==> src/rtl/user_credits_wr.sv <==
// Credit-gated write request issuer: holds one upstream request until enough
// buffered data beats and an outstanding slot are available, then forwards it.
module user_credits_wr #(
   parameter int DATA_BITS     = 512,
   parameter int LEN_BITS      = 28,
   parameter int REQ_BITS      = 96,
   parameter int N_OUTSTANDING = 8,
   localparam int BEAT_LOG     = $clog2(DATA_BITS / 8),
   localparam int BLEN_BITS    = LEN_BITS - BEAT_LOG + 1,
   localparam int CNT_BITS     = BLEN_BITS + 1,
   localparam int OUT_BITS     = $clog2(N_OUTSTANDING + 1)
) (
   input  logic                aclk,
   input  logic                areset,
   input  logic                s_req_valid,
   output logic                s_req_ready,
   input  logic [LEN_BITS-1:0] s_req_len,
   input  logic [REQ_BITS-1:0] s_req_data,
   output logic                m_req_valid,
   input  logic                m_req_ready,
   output logic [LEN_BITS-1:0] m_req_len,
   output logic [REQ_BITS-1:0] m_req_data,
   input  logic                wxfer,
   input  logic                wdone,
   output logic [CNT_BITS-1:0] data_cnt,
   output logic [OUT_BITS-1:0] outst_cnt,
   output logic                ovf
);

   localparam int SUM_BITS = CNT_BITS + 1;

   typedef enum logic [1:0] {
      ST_IDLE  = 2'd0,
      ST_WAIT  = 2'd1,
      ST_ISSUE = 2'd2
   } state_t;

   state_t                state_q, state_d;
   logic [LEN_BITS-1:0]   len_q, len_d;
   logic [REQ_BITS-1:0]   data_q, data_d;
   logic [BLEN_BITS-1:0]  blen_q, blen_d;
   logic [CNT_BITS-1:0]   data_cnt_q, data_cnt_d;
   logic [OUT_BITS-1:0]   outst_cnt_q, outst_cnt_d;
   logic                  ovf_q, ovf_d;

   logic                  accept_s;
   logic                  claim_s;
   logic                  credit_ok_s;
   logic [LEN_BITS-1:0]   len_m1_s;
   logic [BLEN_BITS-1:0]  blen_s;
   logic [SUM_BITS-1:0]   sum_s;

   // Handshake decode and credit check, all from registered state
   always_comb begin
      accept_s    = s_req_valid && (state_q == ST_IDLE);
      claim_s     = m_req_ready && (state_q == ST_ISSUE);
      credit_ok_s = ({1'b0, data_cnt_q} >= SUM_BITS'(blen_q)) &&
                    (outst_cnt_q < OUT_BITS'(N_OUTSTANDING));
      len_m1_s    = s_req_len - LEN_BITS'(1);
      if (s_req_len == '0) begin
         blen_s = '0;
      end else begin
         blen_s = BLEN_BITS'(len_m1_s >> BEAT_LOG) + BLEN_BITS'(1);
      end
   end

   // State register
   always_ff @(posedge aclk) begin
      if (areset) begin
         state_q <= ST_IDLE;
      end else begin
         state_q <= state_d;
      end
   end

   // Next-state logic
   always_comb begin
      state_d = state_q;
      case (state_q)
         ST_IDLE:  if (accept_s)    state_d = ST_WAIT;  else state_d = ST_IDLE;
         ST_WAIT:  if (credit_ok_s) state_d = ST_ISSUE; else state_d = ST_WAIT;
         ST_ISSUE: if (claim_s)     state_d = ST_IDLE;  else state_d = ST_ISSUE;
         default:  state_d = ST_IDLE;
      endcase
   end

   // Output decode; request fields are only presented while issuing
   always_comb begin
      s_req_ready = 1'b0;
      m_req_valid = 1'b0;
      m_req_len   = '0;
      m_req_data  = '0;
      case (state_q)
         ST_IDLE: s_req_ready = 1'b1;
         ST_ISSUE: begin
            m_req_valid = 1'b1;
            m_req_len   = len_q;
            m_req_data  = data_q;
         end
         default: begin
            s_req_ready = 1'b0;
            m_req_valid = 1'b0;
         end
      endcase
   end

   // Request latch and credit counters next values
   always_comb begin
      len_d  = len_q;
      data_d = data_q;
      blen_d = blen_q;
      if (accept_s) begin
         len_d  = s_req_len;
         data_d = s_req_data;
         blen_d = blen_s;
      end else begin
         blen_d = blen_q;
      end

      // Extra top bit catches a wxfer past all-ones; the claim cannot underflow
      sum_s = {1'b0, data_cnt_q} + SUM_BITS'(wxfer) -
              (claim_s ? SUM_BITS'(blen_q) : SUM_BITS'(0));
      if (sum_s[CNT_BITS]) begin
         data_cnt_d = '1;
      end else begin
         data_cnt_d = sum_s[CNT_BITS-1:0];
      end
      ovf_d = ovf_q | (wxfer & (&data_cnt_q));

      outst_cnt_d = outst_cnt_q;
      if (claim_s && !wdone) begin
         outst_cnt_d = outst_cnt_q + OUT_BITS'(1);
      end else if (wdone && !claim_s && (outst_cnt_q != '0)) begin
         outst_cnt_d = outst_cnt_q - OUT_BITS'(1);
      end else begin
         outst_cnt_d = outst_cnt_q;
      end
   end

   // Datapath and counter registers
   always_ff @(posedge aclk) begin
      if (areset) begin
         len_q       <= '0;
         data_q      <= '0;
         blen_q      <= '0;
         data_cnt_q  <= '0;
         outst_cnt_q <= '0;
         ovf_q       <= 1'b0;
      end else begin
         len_q       <= len_d;
         data_q      <= data_d;
         blen_q      <= blen_d;
         data_cnt_q  <= data_cnt_d;
         outst_cnt_q <= outst_cnt_d;
         ovf_q       <= ovf_d;
      end
   end

   assign data_cnt  = data_cnt_q;
   assign outst_cnt = outst_cnt_q;
   assign ovf       = ovf_q;

endmodule

==> config.mk <==
export PLATFORM = sky130hd
export DESIGN_NAME = user_credits_wr
export DESIGN_NICKNAME = d
export VERILOG_FILES = /design/src/rtl/user_credits_wr.sv
export SDC_FILE = /design/constraint.sdc
export NUM_CORES = 1
export LEC_CHECK = 0
export CAP_MARGIN = 20
export CORE_MARGIN = 2
export CORE_UTILIZATION = 50
export CTS_BUF_LIST = sky130_fd_sc_hd__clkbuf_16
export CTS_CLUSTER_DIAMETER = 200
export DETAILED_ROUTE_END_ITERATION = 8
export PLACE_DENSITY = 0.84
export SYNTH_ARGS = -nofsm -noshare
export SYNTH_HDL_FRONTEND = slang
export SYNTH_SLANG_ARGS = --single-unit
==> constraint.sdc <==
create_clock -name aclk -period 13.9 [get_ports aclk]
set_input_delay 4.17 -clock aclk [delete_from_list [all_inputs] [get_ports aclk]]
set_output_delay 4.17 -clock aclk [all_outputs]
set_load 0.02 [all_outputs]
==> results.toml <==
[sta]
rsz0062_at_grt = "no"
slew_headroom = 0.300
final.setup.worst_slack_ns = 5.78
min_period_ns = 8.12
fin_skew_ns = 0.0111
hold_violations = 0
fin_crit_sh = 0.584
drv_slew = 0
fmax_mhz = 123
worstMarginPinSlew_ns = 1.05
setup-violations-final = 0
setup_tns_ns = 0

[setup_path]
critPathKind = "primary input to register"
cp-end-kind = "register"
r2r_slack_ns = 8.55
required_ns = 14.18
worstPathMaxFanout = 24
cp-start-kind = "primary input"
cp.arrival_ns = 8.40

[synthesis]
synthArstFlopShare = 0
synth_cell_types = 63
ys_ff_latch = 178
syn_area_per_cell_um2 = 7.77
synth_cells = 1259
syn-cell-area_um2 = 9780
synthesis.nets = 1464
ys.flop_type = "dfxtp_1"
ys_seq_area_frac = 0.364
yosys_warnings = 0
synth-edff-count = 0

[cts]
cts.sinks = 178
cts_tree = "done"
cts_buffer_depth = 2
cts_hold_buf = 0
clk_latency_ns = 0.44
cts_buffers = 17
cts_max_level = 4
post_cts_buffers = 0
cts-resized-gates = 0
clk_pin_slew_ns = 0.07
root_buffer = "clkbuf_16"

[place]
place_congestion = 0.888
place_hpwl_mm = 20.1
pre_cts_ws_ns = 5.36
io_buffers = 284

[floorplan]
rows = 51
core_um2 = 19300
die_area_um2 = 20700
initial_utilization = 0.506
chipHeight_um = 144
dieWidth_um = 144
ios = 285

[pwr]
switching_power_mw = 1.02
irDropWorstVdd_mv = 0.105
seqPwrFrac = 0.292
combPwrFrac = 0.501
p_leak_nw = 5.21
p_int_mw = 1.41
swShare = 0.420
clock_power_share = 0.206
cellPowerDensity_nw_per_um2 = 183

[global_routing]
grt_max_degree = 128
grt_pass1_vias = 8624
grt_pass1_wl_mm = 43.7
antenna_found_initial = 3
grt.overflow.total = 0
track_usage = 0.267

[routing]
initialDrtViolationCount = 599
dr.pass1.iters = 5
wl_per_cell_um = 15.8
postRouteAntennaNets = 0
num_vias = 9304
drcViolationCount = 0
vias_per_cell = 5.27
totalWireLength_mm = 28.0

[flow_run]
cap_violations = 0

[final_layout]
nFillCells = 1619
drive_above_1_share = 0.0360
final_nets = 1691
area.growth.synth_to_final_pct = 35.9
final_cell_mix = "nand2_1, clkdlybuf4s50_1, dfxtp_1, a21oi_1, and2_1"
register_area_um2 = 3560
multi_input_area_um2 = 5750
final_common_cell = "nand2_1"

[hold_path]
hp-class = "register to register"

[status]
status = "finished, final reports clean"
==> final cells by class <==
type	instances	share of cell area
tap	265	0.0250
timing repair buffer	288	0.216
sequential	178	0.268
inverter	40	0.0113
multi-input combinational	961	0.433
clock inverter	15	0.0140
antenna	3	0.000565
clock buffer	17	0.0320
==> Yosys cell counts (4+ instances only) <==
cell        n  area [um2]
a22o_1     11        96.3
and2_1    127         795
nor3_1     15        75.1
xnor2_1    27         236
xor2_1     23         201
a31oi_1     4        25.0
nor4_1      5        31.3
a22oi_1     9        67.6
clkbuf_1   65         244
a21oi_1   173         866
and3_1      5        31.3
nand2_1   311        1170
inv_1      40         150
nand4_1    16         100
nor2b_1     4        25.0
buf_1       9        33.8
nand3_1    12        60.1
o211ai_1    4        30.0
ha_1       73         913
o21ai_0    13        65.1
mux2i_1     4        40.0
a211oi_1    5        37.5
nor2_1     40         150
a21o_1     22         165
dfxtp_1   178        3560
nand2b_1    7        43.8
==> cell families after synthesis <==
logic type / share of synthesized area
AO/OA/AOI/OAI: 0.166
XOR/XNOR: 0.0448
adder cells (fa/ha/maj): 0.0975
buffers and inverters: 0.0490
flip-flops: 0.364
multiplexers: 0.00410
AND/OR/NAND/NOR: 0.274
==> routing by layer <==
metal | wire length, um | track usage | up-vias
li1 | - | - | 4690
met1 | 11800 | 0.339 | 4285
met2 | 13200 | 0.423 | 277
met3 | 2010 | 0.0786 | 52
met4 | 950 | 0.109 | 0
met5 | 0 | 0 | -
==> flip-flops by register name (all words and copies together) (netlist names) <==
signal     flops
data_q        96
len_q         28
data_cnt      24
blen_q        23
outst_cnt      4
state_q        2
ovf            1
==> worst max-delay path, stage by stage <==
cell and delay [ns]:
clkdlybuf4s50_1 0.49, and2_1 0.66, nand2_1 0.14, ha_1 0.35, fa_1 0.49, a211oi_1 0.31
o21ai_0 0.18, a211oi_2 0.43, nor3_1 0.16, or4_1 0.51, nand3_2 0.36, a21oi_1 0.13
==> stage by stage <==
| stage | cell area (um2) | instances | hold WS, ns | power [mW] | utilization |
|---|---|---|---|---|---|
| 2_1_floorplan | 9780 | 1259 | 0.432 | 1.57 | - |
| 3_3_place_gp | 12700 | 1732 | 0.437 | 1.91 | 0.655 |
| 3_5_place_dp | 12700 | 1732 | 0.442 | 1.92 | 0.655 |
| 4_1_cts | 13300 | 1764 | 0.453 | 2.44 | 0.687 |
| 5_1_grt | 13300 | 1767 | 0.467 | 2.62 | 0.687 |
| 6_report | 13300 | 1767 | 0.449 | 2.43 | 0.687 |
==> power groups by stage <==
| stage | Combinational, mW | Sequential, mW | Clock [mW] |
|---|---|---|---|
| floorplan | 0.837 | 0.731 | 0 |
| global placement | 1.19 | 0.717 | 0 |
| detailed placement | 1.20 | 0.722 | 0 |
| CTS | 1.22 | 0.711 | 0.513 |
| global route | 1.36 | 0.725 | 0.534 |
| finish | 1.22 | 0.711 | 0.502 |
==> worst paths after layout <==
check	from	to	cells past startpoint
max	m_req_ready	data_cnt[8]	12
min	data_q[27]	data_q[27]	2
max reg2reg	state_q[1]	data_cnt[8]	13
min reg2reg	data_q[27]	data_q[27]	2
Note: power is estimated with default switching activity, not from simulation.
